## src/rtl/idma_eh_responder.sv

```systemverilog
// iDMA error-handling responder: watches the 1D response stream,
// records bus errors and hands a CONTINUE/ABORT decision back to the backend.
module idma_eh_responder #(
  parameter int unsigned AddrWidth = 64,
  parameter int unsigned CntWidth  = 16
) (
  input  logic                 clk_i,
  input  logic                 rst_ni,
  input  logic                 rsp_valid_i,
  output logic                 rsp_ready_o,
  input  logic                 rsp_last_i,
  input  logic                 rsp_error_i,
  input  logic [1:0]           rsp_cause_i,
  input  logic [1:0]           rsp_err_type_i,
  input  logic [AddrWidth-1:0] rsp_burst_addr_i,
  output logic                 eh_o,
  output logic                 eh_valid_o,
  input  logic                 eh_ready_i,
  input  logic [1:0]           policy_i,
  input  logic                 sw_decision_i,
  input  logic                 sw_valid_i,
  output logic                 sw_ready_o,
  input  logic                 err_clear_i,
  output logic [AddrWidth-1:0] err_addr_o,
  output logic [1:0]           err_cause_o,
  output logic [1:0]           err_type_o,
  output logic                 err_pending_o,
  output logic [CntWidth-1:0]  err_count_o,
  output logic [CntWidth-1:0]  done_count_o,
  output logic                 irq_o
);

  typedef enum logic [1:0] {
    IDLE,
    DECIDE,
    ISSUE
  } state_e;

  localparam logic [CntWidth-1:0] CntOne = CntWidth'(1);

  state_e state_q, state_d;
  logic   dec_q, dec_d;
  logic   rsp_hs, err_hs, done_hs;

  assign rsp_hs  = rsp_valid_i & rsp_ready_o;
  assign err_hs  = rsp_hs & rsp_error_i;
  assign done_hs = rsp_hs & ~rsp_error_i & rsp_last_i;

  // eh_o only carries meaning while a decision is offered
  assign eh_o = eh_valid_o & dec_q;

  // next-state and handshake outputs
  always_comb begin
    state_d     = state_q;
    dec_d       = dec_q;
    rsp_ready_o = 1'b0;
    sw_ready_o  = 1'b0;
    eh_valid_o  = 1'b0;
    unique case (state_q)
      IDLE: begin
        rsp_ready_o = 1'b1;
        if (rsp_valid_i && rsp_error_i) begin
          // policy is frozen here; later policy_i changes are ignored
          dec_d   = policy_i[0];
          state_d = policy_i[1] ? DECIDE : ISSUE;
        end
      end
      DECIDE: begin
        sw_ready_o = 1'b1;
        if (sw_valid_i) begin
          dec_d   = sw_decision_i;
          state_d = ISSUE;
        end
      end
      ISSUE: begin
        eh_valid_o = 1'b1;
        if (eh_ready_i) begin
          state_d = IDLE;
        end
      end
      default: state_d = IDLE;
    endcase
  end

  // state and decision register
  always_ff @(posedge clk_i) begin
    if (!rst_ni) begin
      state_q <= IDLE;
      dec_q   <= 1'b0;
    end else begin
      state_q <= state_d;
      dec_q   <= dec_d;
    end
  end

  // error record; clear leaves the fields, a capture overwrites them
  always_ff @(posedge clk_i) begin
    if (!rst_ni) begin
      err_addr_o  <= '0;
      err_cause_o <= '0;
      err_type_o  <= '0;
      irq_o       <= 1'b0;
    end else begin
      irq_o <= err_hs;
      if (err_hs) begin
        err_addr_o  <= rsp_burst_addr_i;
        err_cause_o <= rsp_cause_i;
        err_type_o  <= rsp_err_type_i;
      end
    end
  end

  // pending flag and counters; a capture beats a coincident clear
  always_ff @(posedge clk_i) begin
    if (!rst_ni) begin
      err_pending_o <= 1'b0;
      err_count_o   <= '0;
      done_count_o  <= '0;
    end else begin
      if (err_hs) begin
        err_pending_o <= 1'b1;
      end else if (err_clear_i) begin
        err_pending_o <= 1'b0;
      end

      if (err_hs) begin
        if (err_clear_i) begin
          err_count_o <= CntOne;
        end else if (err_count_o != '1) begin
          err_count_o <= err_count_o + CntOne;
        end
      end else if (err_clear_i) begin
        err_count_o <= '0;
      end

      if (err_clear_i) begin
        done_count_o <= '0;
      end else if (done_hs) begin
        done_count_o <= done_count_o + CntOne;
      end
    end
  end

endmodule
```

## config.mk

```make
export PLATFORM = sky130hd
export DESIGN_NAME = idma_eh_responder
export DESIGN_NICKNAME = d
export VERILOG_FILES = /design/src/rtl/idma_eh_responder.sv
export SDC_FILE = /design/constraint.sdc
export NUM_CORES = 1
export LEC_CHECK = 0
export ABC_AREA = 1
export BUFFER_PORTS_ARGS = -buffer_cell sky130_fd_sc_hd__buf_2
export CORE_ASPECT_RATIO = 0.5
export CORE_MARGIN = 10
export CORE_UTILIZATION = 29
export CTS_BUF_LIST = sky130_fd_sc_hd__clkbuf_8
export DETAILED_ROUTE_END_ITERATION = 8
export SETUP_SLACK_MARGIN = 0.5
export SLEW_MARGIN = 20
export SYNTH_ARGS = -nofsm -noshare
export SYNTH_HDL_FRONTEND = slang
export SYNTH_SLANG_ARGS = --single-unit
export TNS_END_PERCENT = 50
```

## constraint.sdc

```tcl
create_clock -name clk_i -period 1.5 [get_ports clk_i]
set_input_delay 0.375 -clock clk_i [delete_from_list [all_inputs] [get_ports clk_i]]
set_output_delay 0.375 -clock clk_i [all_outputs]
set_load 0.01 [all_outputs]
```

[After elaboration in Yosys (flattened, before gate mapping)]
Index checks and enable logic that the tools add are counted.
Storage, ports and cells
  bits in registers: 105
  input port bits: 79
  output and inout bits: 106
  word-level logic and storage cells: 50
Operators by class
  add/subtract/negate cells: 2
  eq/ne operators: 6
  multiplexer cells: 17
  bitwise gates (word level): 7
  reduce and logical (&&, ||, !) cells: 9
Operators by type and width (count)
  $mux 16: 4
  $add 16x1->16 const B: 2
  $ne 16x16->1 const B: 1
  $mux 2: 4
  $mux 1: 7
  $ne 2x2->1 const B: 3
  $pmux 2 s3: 1
  $reduce_and 3->1: 2
  $reduce_bool 2->1: 3
  $and 1x1->1: 5
  $eq 2x1->1 const B: 1
  $eq 2x2->1 const B: 1
  $logic_not 2->1: 1
  $not 1->1: 2
  $pmux 1 s2: 1
  $reduce_and 2->1: 1
  $reduce_or 2->1: 1
  $logic_and 1x1->1: 1

[Depth between registers and ports, before layout]
  depth after elaboration: 6
  depth in mapped cells: 11

[Worst setup path after synthesis]
Ideal clock, no wire load.
  path type: flip-flop to flip-flop
  start: reg err_count_o[1]
  end: reg err_count_o[2]
  setup time: 0.070 ns
  arrival: 1.458 ns
  setup slack: -0.028 ns
  cell stages (with the launch flop): 11
  buffers on the path: 1
  clock period less this slack: 1.528 ns
  cells stage by stage: dfxtp_1 -> ha_1 -> nand2_1 -> nor2_4 -> nand2_4 -> clkinv_4 -> nand3_4 -> nand2_4 -> buf_12 -> nand2_1 -> a21oi_2
Between the ends
  longest elaborated chain between the ends: 4
Ends and longest elaborated chain
  from (decl): line 28  | output logic [CntWidth-1:0] err_count_o,
  from (signal assigned): line 128  | err_count_o <= CntOne;
  from (signal assigned): line 130  | err_count_o <= err_count_o + CntOne;
  $add 16x1->16: line 130
  $mux 16: line 129  | end else if (err_count_o != '1) begin
  $mux 16: line 127  | if (err_clear_i) begin
  $mux 16: line 126  | if (err_hs) begin
Several ways; a longest one is shown, not always the timed one. The select of a mux whose other input is x is not followed.
A chain may end at the register's enable or synchronous reset.

[Final worst setup path]
  start: reg state_q[1]
  end: reg err_count_o[12]
Between the ends
  longest elaborated chain between the ends: 6
Ends and longest elaborated chain
  from (decl): line 41  | state_e state_q, state_d;
  from (signal assigned): line 91  | state_q <= state_d;
  $logic_not 2->1 (*): line 59  | unique case (state_q)
  $mux 1 (*): line 59
  $and 1x1->1 (*): line 45  | assign rsp_hs = rsp_valid_i & rsp_ready_o;
  $and 1x1->1 (*): line 46  | assign err_hs = rsp_hs & rsp_error_i;
  $reduce_bool 2->1 (no source line)
  $reduce_and 2->1 (no source line)
Every way passes the cells marked *; elsewhere a longest branch is shown, timed or not.

==> out/metrics.yaml <==
outcome:
  status: "finished, violations left"
  violations: "setup timing"
setup_path:
  cp.arrival_ps: 1770
  endpoint_kind: "register"
  path_max_fanout: 6
  required_ps: 1740
  slowest_delay_ps: 380
  r2r-start: "state_q[1]"
  cpMostUsedCell: "buf_12"
  cp.buffers_inverters: 4
  worstSetupPathType: "reg2reg"
  startpoint: "state_q[1]"
  crit_path_cell_trace: "nor2_4, nand3_4, buf_12, inv_16, buf_12, buf_8, nand4_1, nand2_1, a21oi_1"
  startpoint_type: "register"
  crit_family: "simple AND/OR/NAND/NOR gates"
  critPathSlowestCell: "dfxtp_4"
cts:
  cts_buffers: 9
  clkTransAtPathRegs_ps: 100
  cts_max_level: 3
  root_buffer: "clkbuf_8"
  clock-sinks: 105
  clock_latency_ps: 370
  cts_max_path_buffers: 2
  cts_tree: "done"
pwr:
  swShare_pct: 28.60
  power.leakage_nw: 3.701
  p_comb_share_pct: 27.3
  power_frac_clock_pct: 29.1
  seqPwrFrac_pct: 43.6
  peakVddDrop_v: 0.0005567
  p_int_mw: 5.111
  powerDensity_nw_per_um2: 848.1
  power_switching_mw: 2.047
layout:
  drive_gt1_share_pct: 60.69
  final_cell_area_um2: 8441
  syn2layout_area_growth_pct: 88.59
  fin_util_pct: 57.12
  fillCellCount: 1314
  diodes: 0
  nets: 971
  final_cells: 1091
timing:
  finalHoldWorstSlack_ps: 232.3
  finalSetupViolations: 3
  fmax_mhz: 652.2
  skew_ps: 14.70
  rsz0062_at_grt: "true"
  post-route-period-util_pct: 102.2
  max-slew-margin-rel_pct: 54.97
  drv_slew: 0
  hold_viol: 0
  worst_pin_slew_ps: 675.5
  finalCriticalPeriod_ps: 1533
  worst_slack_ps: -33.38
flow_run:
  drv_cap: 0
synth:
  postSynthCellCount: 626
  yosys.area.top_type: "dfxtp_1"
  syn_nets: 707
  yosysMostFrequentCell: "nor2_1"
  yosys.area.top_type_share_pct: 46.97
  synth_ff_type: "dfxtp_1"
  synth.yosys.warnings: 0
  ys_ff_latch: 105
  yosysUniqueCellTypes: 28
  synthArstFlopShare_pct: 0
  synth_edf_count: 0
  synth_area_um2: 4476
  avgSynthCellArea_um2: 7.149
  yosys-top-cells-count: "nor2_1 (183), dfxtp_1 (105), nand2_1 (83), o21ai_0 (78), inv_1 (44)"
  yosysSeqAreaShare_pct: 46.97
  ys_top_cells_by_area: "dfxtp_1 (47%), nor2_1 (15%), o21ai_0 (8.7%)"
global_routing:
  antenna_found_initial: 0
  grt_pass1_wl_um: 26540
  overflow: 0
  grt_pass1_vias: 5015
  grt_max_degree: 48
  grt_usage_pct: 15.46
floorplanning:
  die_y_um: 107.8
  die_area_um2: 21100
  num_rows: 31
  die_width_um: 195.7
  start_util_pct: 30.29
  design.core.area_um2: 14780
  ios: 185
placed_design:
  dp_slack_ps: 34.47
  dpl_cell_area_um2: 5819
  hpwl_um: 10950
  globalplace.congestion: 0.7994
  dp_cells: 1011
  io_buffers: 184
route:
  drt_wl_total_um: 18440
  dr.pass1.iters: 6
  dr_wl_met2_um: 9590
  drc_errors: 0
  wl_met1_um: 7514
  wire_per_inst_um: 16.91
  postRouteAntennaNets: 0
  wl_met3_um: 1004
  highest_layer: "met4"
  via_count: 5152
  routed_via_density: 4.722
  drtIter0Drc: 210
hold_path:
  min-delay-start: "rsp_burst_addr_i[58]"
  hold_class: "in2reg"
routing by layer:
layer  global-route usage, %  vias to the layer above
met5                       0                        -
met2                   27.46                      132
met1                   18.10                     2446
met4                   4.334                        0
li1                        -                     2546
met3                   4.042                       28
layout make-up:
class	instances	area, µm²	share of cell area [%]
clock inverters	5	103.9	1.230
multi-input cells	449	2731	32.36
well taps	198	247.7	2.935
clock buffers	9	123.9	1.468
flip-flops and latches	105	2243	26.58
inverters	47	202.7	2.401
repair buffers	278	2788	33.03
worst register-to-register path, stage by stage, from the launching register on:
cell and delay, ps:
dfxtp_4 380, nor2_4 180, nand3_4 100, buf_12 160, inv_16 80, buf_12 120
buf_8 120, nand4_1 100, nand2_1 110, a21oi_1 60
registers in the layout, indices dropped and copies added (netlist names):
signal,cells
done_count_o,16
irq_o,1
err_pending_o,1
err_type_o,2
state_q,2
err_addr_o,64
dec_q,1
err_count_o,16
err_cause_o,2
power by group through the flow:
stage | Clock, mW | Combinational [mW] | Sequential [mW]
2_1_floorplan | 0 | 0.504 | 3.22
6_report | 2.08 | 1.95 | 3.12
5_1_grt | 2.25 | 2.10 | 3.15
3_3_place_gp | 0 | 0.998 | 3.12
4_1_cts | 2.17 | 1.62 | 3.06
3_5_place_dp | 0 | 1.01 | 3.13
repair_timing:
action                     4_1_cts  5_1_grt
cloned                          18        2
resized for setup              191      278
pin swaps                       39       52
buffers inserted                35       11
setup endpoints to repair      210      211
hold buffers                     0        0
cell families (layout without fill, tap and decap cells):
family	Yosys count	in the layout	share of synthesized area, %
AND/OR/NAND/NOR	338	339	32.82
AO/OA/AOI/OAI	108	108	12.72
flip-flops	105	105	46.97
buffers and inverters	73	339	6.933
adder cells (fa/ha/maj)	2	2	0.5590
per-stage QoR:
step	total power [mW]	TNS (ps)
floorplan	3.719	0
global placement	4.115	0
finish	7.159	-78.47
global route	7.491	-1585
detailed placement	4.137	0
CTS	6.845	0
placed cells by master, fill, tap and decap left out, types with 9 or more instances in the layout:
cell type | netlist | final
nor2_1 | 183 | 137
buf_2 | 9 | 110
buf_6 | 0 | 94
nand2_1 | 83 | 67
dfxtp_2 | 0 | 59
o21ai_2 | 0 | 55
inv_1 | 44 | 42
buf_4 | 1 | 34
dfxtp_1 | 105 | 28
nor2_4 | 4 | 27
nor2_2 | 4 | 27
nand3_1 | 29 | 19
buf_16 | 0 | 19
o21ai_1 | 3 | 18
nand2_2 | 8 | 18
dfxtp_4 | 0 | 18
a21oi_1 | 19 | 16
buf_12 | 1 | 15
nand4_1 | 12 | 12
a21oi_2 | 7 | 10
nand3_2 | 0 | 9
clkbuf_8 | 0 | 9
final timing paths:
check	slack [ps]	endpoint	cells after the start
setup / recovery	-30	err_count_o[12]	9
hold / removal	230	err_addr_o[58]	3
setup reg to reg	-30	err_count_o[12]	9
hold reg to reg	470	err_addr_o[63]	2
(Power assumes the default switching activity.)
